--- src/rtl/polyphase_decim_fir.sv ---
// Decimating FIR with one time-shared MAC: collects DECIM samples, then runs TAPS MAC cycles and holds the result.
// Define POLY_FIR_SAT_EN to saturate the output and enable the sticky overflow flag (default: wrap, overflow tied 0).
module polyphase_decim_fir #(
  parameter int DATA_W    = 16,
  parameter int COEF_W    = 16,
  parameter int TAPS      = 32,
  parameter int DECIM     = 2,
  parameter int OUT_SHIFT = 15
) (
  input  logic                     clk,
  input  logic                     rst,
  input  logic                     coef_we,
  input  logic [$clog2(TAPS)-1:0]  coef_addr,
  input  logic signed [COEF_W-1:0] coef_data,
  input  logic                     s_valid,
  output logic                     s_ready,
  input  logic signed [DATA_W-1:0] s_data,
  output logic                     m_valid,
  input  logic                     m_ready,
  output logic signed [DATA_W-1:0] m_data,
  output logic                     busy,
  output logic                     overflow
);

  localparam int ACC_W = DATA_W + COEF_W + $clog2(TAPS);
  localparam int AW    = $clog2(TAPS);
  localparam int PW    = DATA_W + COEF_W;
  localparam int PH_W  = (DECIM > 1) ? $clog2(DECIM) : 1;
  localparam logic signed [ACC_W-1:0] RND_HALF = ACC_W'(1) <<< (OUT_SHIFT - 1);

  typedef enum logic [1:0] {COLLECT, MAC, OUT} state_t;

  state_t                   state, state_nxt;
  logic [PH_W-1:0]          phase;
  logic [AW-1:0]            k;
  logic signed [DATA_W-1:0] x    [TAPS];
  logic signed [COEF_W-1:0] coef [TAPS];
  logic signed [ACC_W-1:0]  acc;
  logic signed [ACC_W-1:0]  acc_fin;
  logic signed [PW-1:0]     prod_p0;
  logic                     vld_p0;
  logic                     accept;
  logic                     last_sample;
  logic                     last_tap;

  function automatic logic signed [ACC_W-1:0] round_shift(input logic signed [ACC_W-1:0] a);
    logic signed [ACC_W-1:0] t;
    t = a + RND_HALF;
    return t >>> OUT_SHIFT;
  endfunction

`ifdef POLY_FIR_SAT_EN
  localparam logic signed [ACC_W-1:0] SAT_MAX = (ACC_W'(1) <<< (DATA_W - 1)) - ACC_W'(1);
  localparam logic signed [ACC_W-1:0] SAT_MIN = -SAT_MAX - ACC_W'(1);

  function automatic logic out_of_range(input logic signed [ACC_W-1:0] r);
    return (r > SAT_MAX) || (r < SAT_MIN);
  endfunction

  function automatic logic signed [DATA_W-1:0] narrow(input logic signed [ACC_W-1:0] r);
    if (r > SAT_MAX)      return {1'b0, {(DATA_W-1){1'b1}}};
    else if (r < SAT_MIN) return {1'b1, {(DATA_W-1){1'b0}}};
    else                  return r[DATA_W-1:0];
  endfunction
`else
  function automatic logic signed [DATA_W-1:0] narrow(input logic signed [ACC_W-1:0] r);
    return r[DATA_W-1:0];
  endfunction
`endif

  assign accept      = s_valid && s_ready;
  assign last_sample = (phase == PH_W'(DECIM - 1));
  assign last_tap    = (k == AW'(TAPS - 1));
  assign acc_fin     = acc + {{(ACC_W-PW){prod_p0[PW-1]}}, prod_p0};

  always_ff @(posedge clk or posedge rst) begin
    if (rst) state <= COLLECT;
    else     state <= state_nxt;
  end

  always_comb begin
    state_nxt = state;
    case (state)
      COLLECT: if (accept && last_sample) state_nxt = MAC;
      MAC:     if (last_tap)              state_nxt = OUT;
      OUT:     if (m_valid && m_ready)    state_nxt = COLLECT;
      default:                            state_nxt = COLLECT;
    endcase
  end

  always_comb begin
    s_ready = (state == COLLECT);
    busy    = (state == MAC) || (state == OUT);
  end

  always_ff @(posedge clk or posedge rst) begin
    if (rst) begin
      phase   <= '0;
      k       <= '0;
      vld_p0  <= 1'b0;
      m_valid <= 1'b0;
    end else begin
      case (state)
        COLLECT: begin
          k <= '0;
          if (accept) phase <= last_sample ? '0 : phase + PH_W'(1);
        end
        MAC: begin
          k      <= k + AW'(1);
          vld_p0 <= 1'b1;
        end
        OUT: begin
          vld_p0 <= 1'b0;
          if (vld_p0)                   m_valid <= 1'b1;
          else if (m_valid && m_ready)  m_valid <= 1'b0;
        end
        default: ;
      endcase
    end
  end

  // Delay line and coefficient store; coefficient writes only land while collecting
  always_ff @(posedge clk or posedge rst) begin
    if (rst) begin
      for (int i = 0; i < TAPS; i++) begin
        x[i]    <= '0;
        coef[i] <= '0;
      end
    end else begin
      if (accept) begin
        for (int i = TAPS - 1; i > 0; i--) x[i] <= x[i-1];
        x[0] <= s_data;
      end
      if (coef_we && state == COLLECT && int'(coef_addr) < TAPS)
        coef[coef_addr] <= coef_data;
    end
  end

  // Stage p0: one registered product per MAC cycle
  always_ff @(posedge clk) begin
    if (state == MAC) prod_p0 <= coef[k] * x[k];
  end

  // Stage p1: accumulate; the final product is folded in while loading the output register
  always_ff @(posedge clk or posedge rst) begin
    if (rst) begin
      acc    <= '0;
      m_data <= '0;
    end else if (state == COLLECT && accept && last_sample) begin
      acc <= '0;
    end else if (state == MAC && vld_p0) begin
      acc <= acc_fin;
    end else if (state == OUT && vld_p0) begin
      m_data <= narrow(round_shift(acc_fin));
    end
  end

`ifdef POLY_FIR_SAT_EN
  logic ovf_q;
  always_ff @(posedge clk or posedge rst) begin
    if (rst)                                                  ovf_q <= 1'b0;
    else if (state == OUT && vld_p0 && out_of_range(round_shift(acc_fin))) ovf_q <= 1'b1;
  end
  assign overflow = ovf_q;
`else
  assign overflow = 1'b0;
`endif

endmodule

--- config.mk ---
export PLATFORM = sky130hd
export DESIGN_NAME = polyphase_decim_fir
export DESIGN_NICKNAME = d
export VERILOG_FILES = /design/src/rtl/polyphase_decim_fir.sv
export SDC_FILE = /design/constraint.sdc
export NUM_CORES = 2
export LEC_CHECK = 0
export CORE_MARGIN = 5
export CORE_UTILIZATION = 45
export CTS_CLUSTER_SIZE = 30
export DETAILED_ROUTE_END_ITERATION = 6
export PLACE_DENSITY_LB_ADDON = 0.25
export SYNTH_ARGS = -nofsm -noshare
export SYNTH_HDL_FRONTEND = slang
export SYNTH_SLANG_ARGS = --single-unit
--- constraint.sdc ---
create_clock -name clk -period 34.7 [get_ports clk]
set_clock_uncertainty 0.2 [all_clocks]
set_input_delay 6.94 -clock clk [delete_from_list [all_inputs] [get_ports clk]]
set_output_delay 6.94 -clock clk [all_outputs]
set_load 0.005 [all_outputs]
# After elaboration in Yosys (flattened, before gate mapping)
# Cells that the tools add are included.
[classes]
shifts = 0
n_div = 0
bitwise = 4
addsub = 4
muxes = 20
multipliers = 1
eq_ne = 6
n_lt_le_gt_ge = 3
n_reduce_logical = 19
[op_table]
columns = ["cell", "n"]
rows = [
  ["512-bit bitwise mux", 1],
  ["16-bit binary-select mux with 5-bit select", 2],
  ["16-bit demux with 5-bit select", 1],
  ["16-bit 2-to-1 mux", 5],
  ["37-bit 2-to-1 mux", 2],
  ["37-bit adder", 1],
  ["16-bit by 16-bit multiplier with 32-bit output", 1],
  ["31-bit by 16-bit adder with 31-bit output (second input constant)", 1],
  ["6-bit greater-or-equal comparator (second input constant)", 2],
  ["5-bit inverter with 6-bit output", 2],
  ["5-bit one-hot mux with 2 select lines", 1],
  ["1-bit logical AND", 9],
  ["2-bit nonzero test", 4],
  ["6-bit by 1-bit less-than comparator with 1-bit output (second input constant)", 1],
  ["2-bit 2-to-1 mux", 3],
  ["2-bit one-hot mux with 3 select lines", 1],
  ["3-bit AND reduction", 2],
  ["5-bit by 1-bit adder with 5-bit output (second input constant)", 1],
  ["5-bit equality test (second input constant)", 1],
  ["2-bit != test (second input constant)", 2],
  ["2-bit AND reduction", 2],
  ["1-bit 2-to-1 mux", 3],
  ["2-bit by 1-bit equality test with 1-bit output (second input constant)", 1],
  ["2-bit equality test (second input constant)", 1],
  ["6 further kinds", 7],
]
[totals]
ramBits = 0
n_memories = 0
word_cells = 129
romBits = 0
latch_bits = 0
register_bits = 1119
input_bits = 42

# Longest topological paths before layout
[depth]
depth_word = 6
mapped_depth = 33

# Least setup slack after synthesis
# No wires, ideal clock.
[synth_timing]
path_kind = "input -> register"
from = "input coef_addr[4]"
to = "register coef[288] in the netlist's numbering"
required_time_ns = 34.375
setup_time_ns = 0.125
slack_ns = 25.987
path_stages = 5
t_arrival_ns = 8.388
path_cell_list = "clkbuf_1 > nand3b_1 > nor2_1 > clkbuf_1 > mux2_2"
[synth_via]
elab_chain_len = 6
word_cells_on_any_way = 7
cone_classes = "2 x order compare; 3 x mux; 1 x bitwise; 1 x reduce/logical"
[synth_lines]
columns = ["item", "line", "source"]
rows = [
  ["from (decl)", "13", "input logic [$clog2(TAPS)-1:0] coef_addr,"],
  ["5-bit inverter with 6-bit output (not written as such) *", "135", "coef[coef_addr] <= coef_data;"],
  ["6-bit greater-or-equal comparator (not written as such) or 6-bit by 1-bit less-than comparator with 1-bit output (tied branches)", "135", ""],
  ["1-bit logical AND (not written as such)", "135", ""],
  ["16-bit 2-to-1 mux (not written as such)", "135", ""],
  ["16-bit demux with 5-bit select *", "135", ""],
  ["512-bit bitwise mux *", "135", ""],
  ["to (signal, indexed assignment)", "135", ""],
  ["to (decl)", "37", "logic signed [COEF_W-1:0] coef [TAPS];"],
]
# Mark *: on every way between the ends. The rest lies on a longest branch, timed or not.
# A chain may end at the register's enable or synchronous reset.

==> flow_summary.html <==
<table>
<tr><th>Metric</th><th>Value</th></tr>
<tr><th colspan="2">STA</th></tr>
<tr><td>Slew headroom</td><td>about a fifth</td></tr>
<tr><td>Actual transition at the worst max-transition pin</td><td>between 1000 and 1500 ps</td></tr>
<tr><td>Maximum frequency from static timing analysis</td><td>0.0862 GHz</td></tr>
<tr><td>Final setup fails</td><td>0</td></tr>
<tr><td>Tmin final</td><td>11590 ps</td></tr>
<tr><td>Number of hold violations in the final report</td><td>0</td></tr>
<tr><td>Unrepaired setup endpoints after global routing</td><td>no</td></tr>
<tr><td>Number of max-slew violations in the final report</td><td>0</td></tr>
<tr><td>Final period utilization</td><td>between 30% and 40%</td></tr>
<tr><td>Setup Total Neg Slack</td><td>0 ps</td></tr>
<tr><th colspan="2">Clocking</th></tr>
<tr><td>Cells resized by post-CTS repair</td><td>0</td></tr>
<tr><td>Clock tree from TritonCTS</td><td>built</td></tr>
<tr><td>Skew-Pair Late Insertion Delay</td><td>between 700 and 800 ps</td></tr>
<tr><td>Sinks on Clock Net</td><td>~1100</td></tr>
<tr><td>Clk slew on worst S/H paths</td><td>around 60 ps</td></tr>
<tr><td>Number of buffers inserted during clock tree synthesis</td><td>between 100 and 150</td></tr>
<tr><td>Clk Tree Root Cell</td><td>clkbuf_16</td></tr>
<tr><td>Clk buf depth</td><td>3</td></tr>
<tr><td>Post-cts hold buffer count</td><td>0</td></tr>
<tr><td>Number of buffers inserted by post-CTS setup repair</td><td>0</td></tr>
<tr><td>Total number of H-tree levels</td><td>3</td></tr>
<tr><th colspan="2">Job</th></tr>
<tr><td>Max-capacitance violation count</td><td>0</td></tr>
<tr><th colspan="2">Synthesis</th></tr>
<tr><td>Cell type with the highest aggregate area in the netlist</td><td>dfrtp_1</td></tr>
<tr><td>Dominant cell by count in the synthesized netlist</td><td>nand2_1</td></tr>
<tr><td>Yosys Warn Count</td><td>0</td></tr>
<tr><td>Top flip-flop cell by instance count after synthesis</td><td>dfrtp_1</td></tr>
<tr><td>Number of enable flip-flop cells after synthesis</td><td>31</td></tr>
<tr><td>Sequential element share of the synthesized area</td><td>between 40% and 50%</td></tr>
<tr><td>Syn nets</td><td>~5700</td></tr>
<tr><td>Synthesized area divided by synthesized cell count</td><td>11.4 um^2</td></tr>
<tr><td>Post-synthesis register bit count</td><td>approximately 1100</td></tr>
<tr><td>Cell types with the largest area share after synthesis</td><td>dfrtp_1, mux4_2, nand2_1</td></tr>
<tr><td>Fraction of synthesized cell area taken by the top area cell type</td><td>between 40% and 50%</td></tr>
<tr><td>Post-synth top cells</td><td>nand2_1, dfrtp_1, mux2_2</td></tr>
<tr><td>Post-synth ARST share</td><td>97.2%</td></tr>
<tr><td>Total standard cell area after synthesis</td><td>~61000 um^2</td></tr>
<tr><td>Unique cell type count in the Yosys netlist</td><td>between 70 and 80</td></tr>
<tr><td>Synthesized instance count</td><td>between 5000 and 6000</td></tr>
<tr><th colspan="2">Global routing</th></tr>
<tr><td>Remaining global-route overflow</td><td>0</td></tr>
<tr><td>Pin count of the biggest net entering global routing</td><td>between 200 and 250</td></tr>
<tr><td>Number of antenna violations at the first check in global routing</td><td>8</td></tr>
<tr><td>Number of global-route vias before repair</td><td>about 40000</td></tr>
<tr><td>Combined global-route utilization of all metal layers</td><td>19.5%</td></tr>
<tr><td>Global-route wire length before repair</td><td>223 mm</td></tr>
<tr><th colspan="2">Route</th></tr>
<tr><td>First-pass iteration count of the detailed router</td><td>5</td></tr>
<tr><td>Per-cell via count in the routed design</td><td>around 5.3</td></tr>
<tr><td>Post-route DRC</td><td>0</td></tr>
<tr><td>Final routed wirelength across all metal layers</td><td>approximately 140 mm</td></tr>
<tr><td>Via count</td><td>38045</td></tr>
<tr><td>Final antenna-violating net count</td><td>0</td></tr>
<tr><td>Average wire per standard cell</td><td>19.0 um</td></tr>
<tr><td>Number of DRC markers in iteration 0</td><td>2627</td></tr>
<tr><th colspan="2">Placement</th></tr>
<tr><td>Total half-perimeter wirelength after legalization and detailed placement</td><td>~85 mm</td></tr>
<tr><td>Placed instance count</td><td>about 7000</td></tr>
<tr><td>Port-buffer cells</td><td>60</td></tr>
<tr><td>Final weighted congestion in routability-driven placement</td><td>between 0.8 and 0.9</td></tr>
<tr><th colspan="2">Die</th></tr>
<tr><td>Effective utilization at floorplan</td><td>45.4%</td></tr>
<tr><td>Row cnt</td><td>~130</td></tr>
<tr><td>Area of the core region</td><td>approximately 130000 um^2</td></tr>
<tr><td>Area of the die</td><td>142000 um^2</td></tr>
<tr><td>Horizontal die dimension</td><td>377 um</td></tr>
<tr><td>Number of top-level design ports</td><td>62</td></tr>
<tr><td>Die Ht</td><td>377 um</td></tr>
<tr><th colspan="2">Outcome</th></tr>
<tr><td>Outcome</td><td>finished clean</td></tr>
<tr><th colspan="2">Critical path</th></tr>
<tr><td>Worst-path cell chain</td><td>clkdlybuf4s50_1, clkinvlp_4, buf_12, buf_4, buf_4, buf_4, buf_4, buf_4</td></tr>
<tr><td>Cells on worst reg2reg path</td><td>25</td></tr>
<tr><td>Reg2Reg Launch Point</td><td>k[1]</td></tr>
<tr><td>Destination of the worst register-to-register timing path</td><td>prod_p0[30]</td></tr>
<tr><td>Category of the worst setup path launch point</td><td>input pin</td></tr>
<tr><td>Maximum fanout along the worst path</td><td>~170</td></tr>
<tr><td>Critical-path top delay cell</td><td>buf_4</td></tr>
<tr><td>Crit Path Class</td><td>in2async</td></tr>
<tr><td>Data arrival at the endpoint of the critical path</td><td>12160 ps</td></tr>
<tr><td>Category of the worst setup path capture point</td><td>async pin</td></tr>
<tr><td>Data required time of the worst path</td><td>roughly 35000 ps</td></tr>
<tr><td>Most frequent CP cell</td><td>buf_4</td></tr>
<tr><td>Slowest Stage Delay on Critical Path</td><td>roughly 840 ps</td></tr>
<tr><td>Register-to-register setup slack</td><td>23590 ps</td></tr>
<tr><th colspan="2">Cells and area</th></tr>
<tr><td>Final core utilization</td><td>approximately half</td></tr>
<tr><td>Final cell count without fillers</td><td>just over 7000</td></tr>
<tr><td>Number of nets in the finished design</td><td>5684</td></tr>
<tr><td>Layout cells sized above 1</td><td>roughly 22%</td></tr>
<tr><td>Fill cell instance count of the final layout</td><td>between 10000 and 15000</td></tr>
<tr><td>Area Overhead vs Synth</td><td>10.4%</td></tr>
<tr><th colspan="2">Min path</th></tr>
<tr><td>Cells on Worst Hold Path</td><td>2</td></tr>
<tr><td>Hold Crit Endpoint</td><td>x[14]</td></tr>
<tr><td>Hold WC Path Type</td><td>reg2reg</td></tr>
<tr><td>Hold path startpoint</td><td>x[30]</td></tr>
</table>
-- state kept, by name (all words and copies together) (netlist names) --
signal,flops
m_data,16
coef,512
last_sample,1
state,2
m_valid,1
vld_p0,1
prod_p0,31
k,5
acc,31
x,512
-- cells in the final DEF (no fill, tap or decap), types with 20 or more instances in the layout --
cell,netlist,final
nor2b_1,20,20
xor2_1,23,23
nor2_1,210,194
xnor2_1,49,49
fa_1,257,257
inv_1,314,313
mux4_2,320,320
clkbuf_8,0,24
edfxtp_1,31,31
o21ai_0,47,47
clkbuf_1,246,30
a22o_1,21,21
buf_4,5,83
clkdlybuf4s50_1,0,60
nand2b_1,29,29
a21oi_1,41,41
or2_2,21,21
ha_1,116,115
nand2_1,1681,1680
mux2_2,520,520
dfrtp_1,1081,1076
clkbuf_16,0,116
-- layout make-up --
| class | count | area (um^2) | area share (%) |
|---|---|---|---|
| Clock inverter | 47 | 663 | 0.990 |
| Multi-Input combinational cell | 3579 | 30300 | 45.3 |
| Clock buffer | 170 | 3350 | 4.99 |
| Sequential cell | 1112 | 28000 | 41.8 |
| Timing Repair Buffer | 145 | 1260 | 1.89 |
| Tap cell | 1768 | 2210 | 3.30 |
| Inverter | 315 | 1190 | 1.77 |
| Antenna cell | 5 | 12.5 | 0.0187 |
-- worst max-delay path: cells and delay by family --
family	cells	cell delay, ps
buffers and inverters	8	4950
-- how the worst max path moves through the flow --
stage / from / endpoint
CTS: rst / coef[123]
finish: rst / coef[251]
global placement: rst / coef[43]
global route: rst / coef[16]
floorplan: rst / acc[0]
detailed placement: rst / coef[11]
-- layer usage --
metal	track usage [%]	vias up	wire length [um]	share of wire [%]
met4	4.80	4	2960	2.2
met5	0	-	27	0.020
li1	-	17585	-	-
met3	3.54	179	6170	4.5
met1	28.3	19650	63600	47
met2	31.0	627	63300	47
-- per-stage QoR --
step | cell area, um^2 | setup slack (ps) | hold WS (ps)
6_report | 67000 | 23110 | 253
5_1_grt | 67000 | 22230 | 273
4_1_cts | 67000 | 22880 | 249
3_5_place_dp | 63000 | 22030 | 259
3_3_place_gp | 63000 | 22090 | 253
2_1_floorplan | 60700 | 12650 | 241
-- kinds of logic (layout without fill, tap and decap cells) --
group                    Yosys count  count (layout)  share of synthesized area, %
other                              1               6                       0.00618
multiplexers                     868             868                          22.0
flip-flops                      1112            1112                          46.1
AO/OA/AOI/OAI                    213             213                          2.46
XOR/XNOR                          75              75                          1.12
AND/OR/NAND/NOR                 2049            2049                          13.3
adder cells (fa/ha/maj)          373             373                          10.9
buffers and inverters            635             677                          4.09
Power is left out: the tool's default activity adds up to more than one toggle a clock period on the data nets, which glitch-free logic cannot reach.
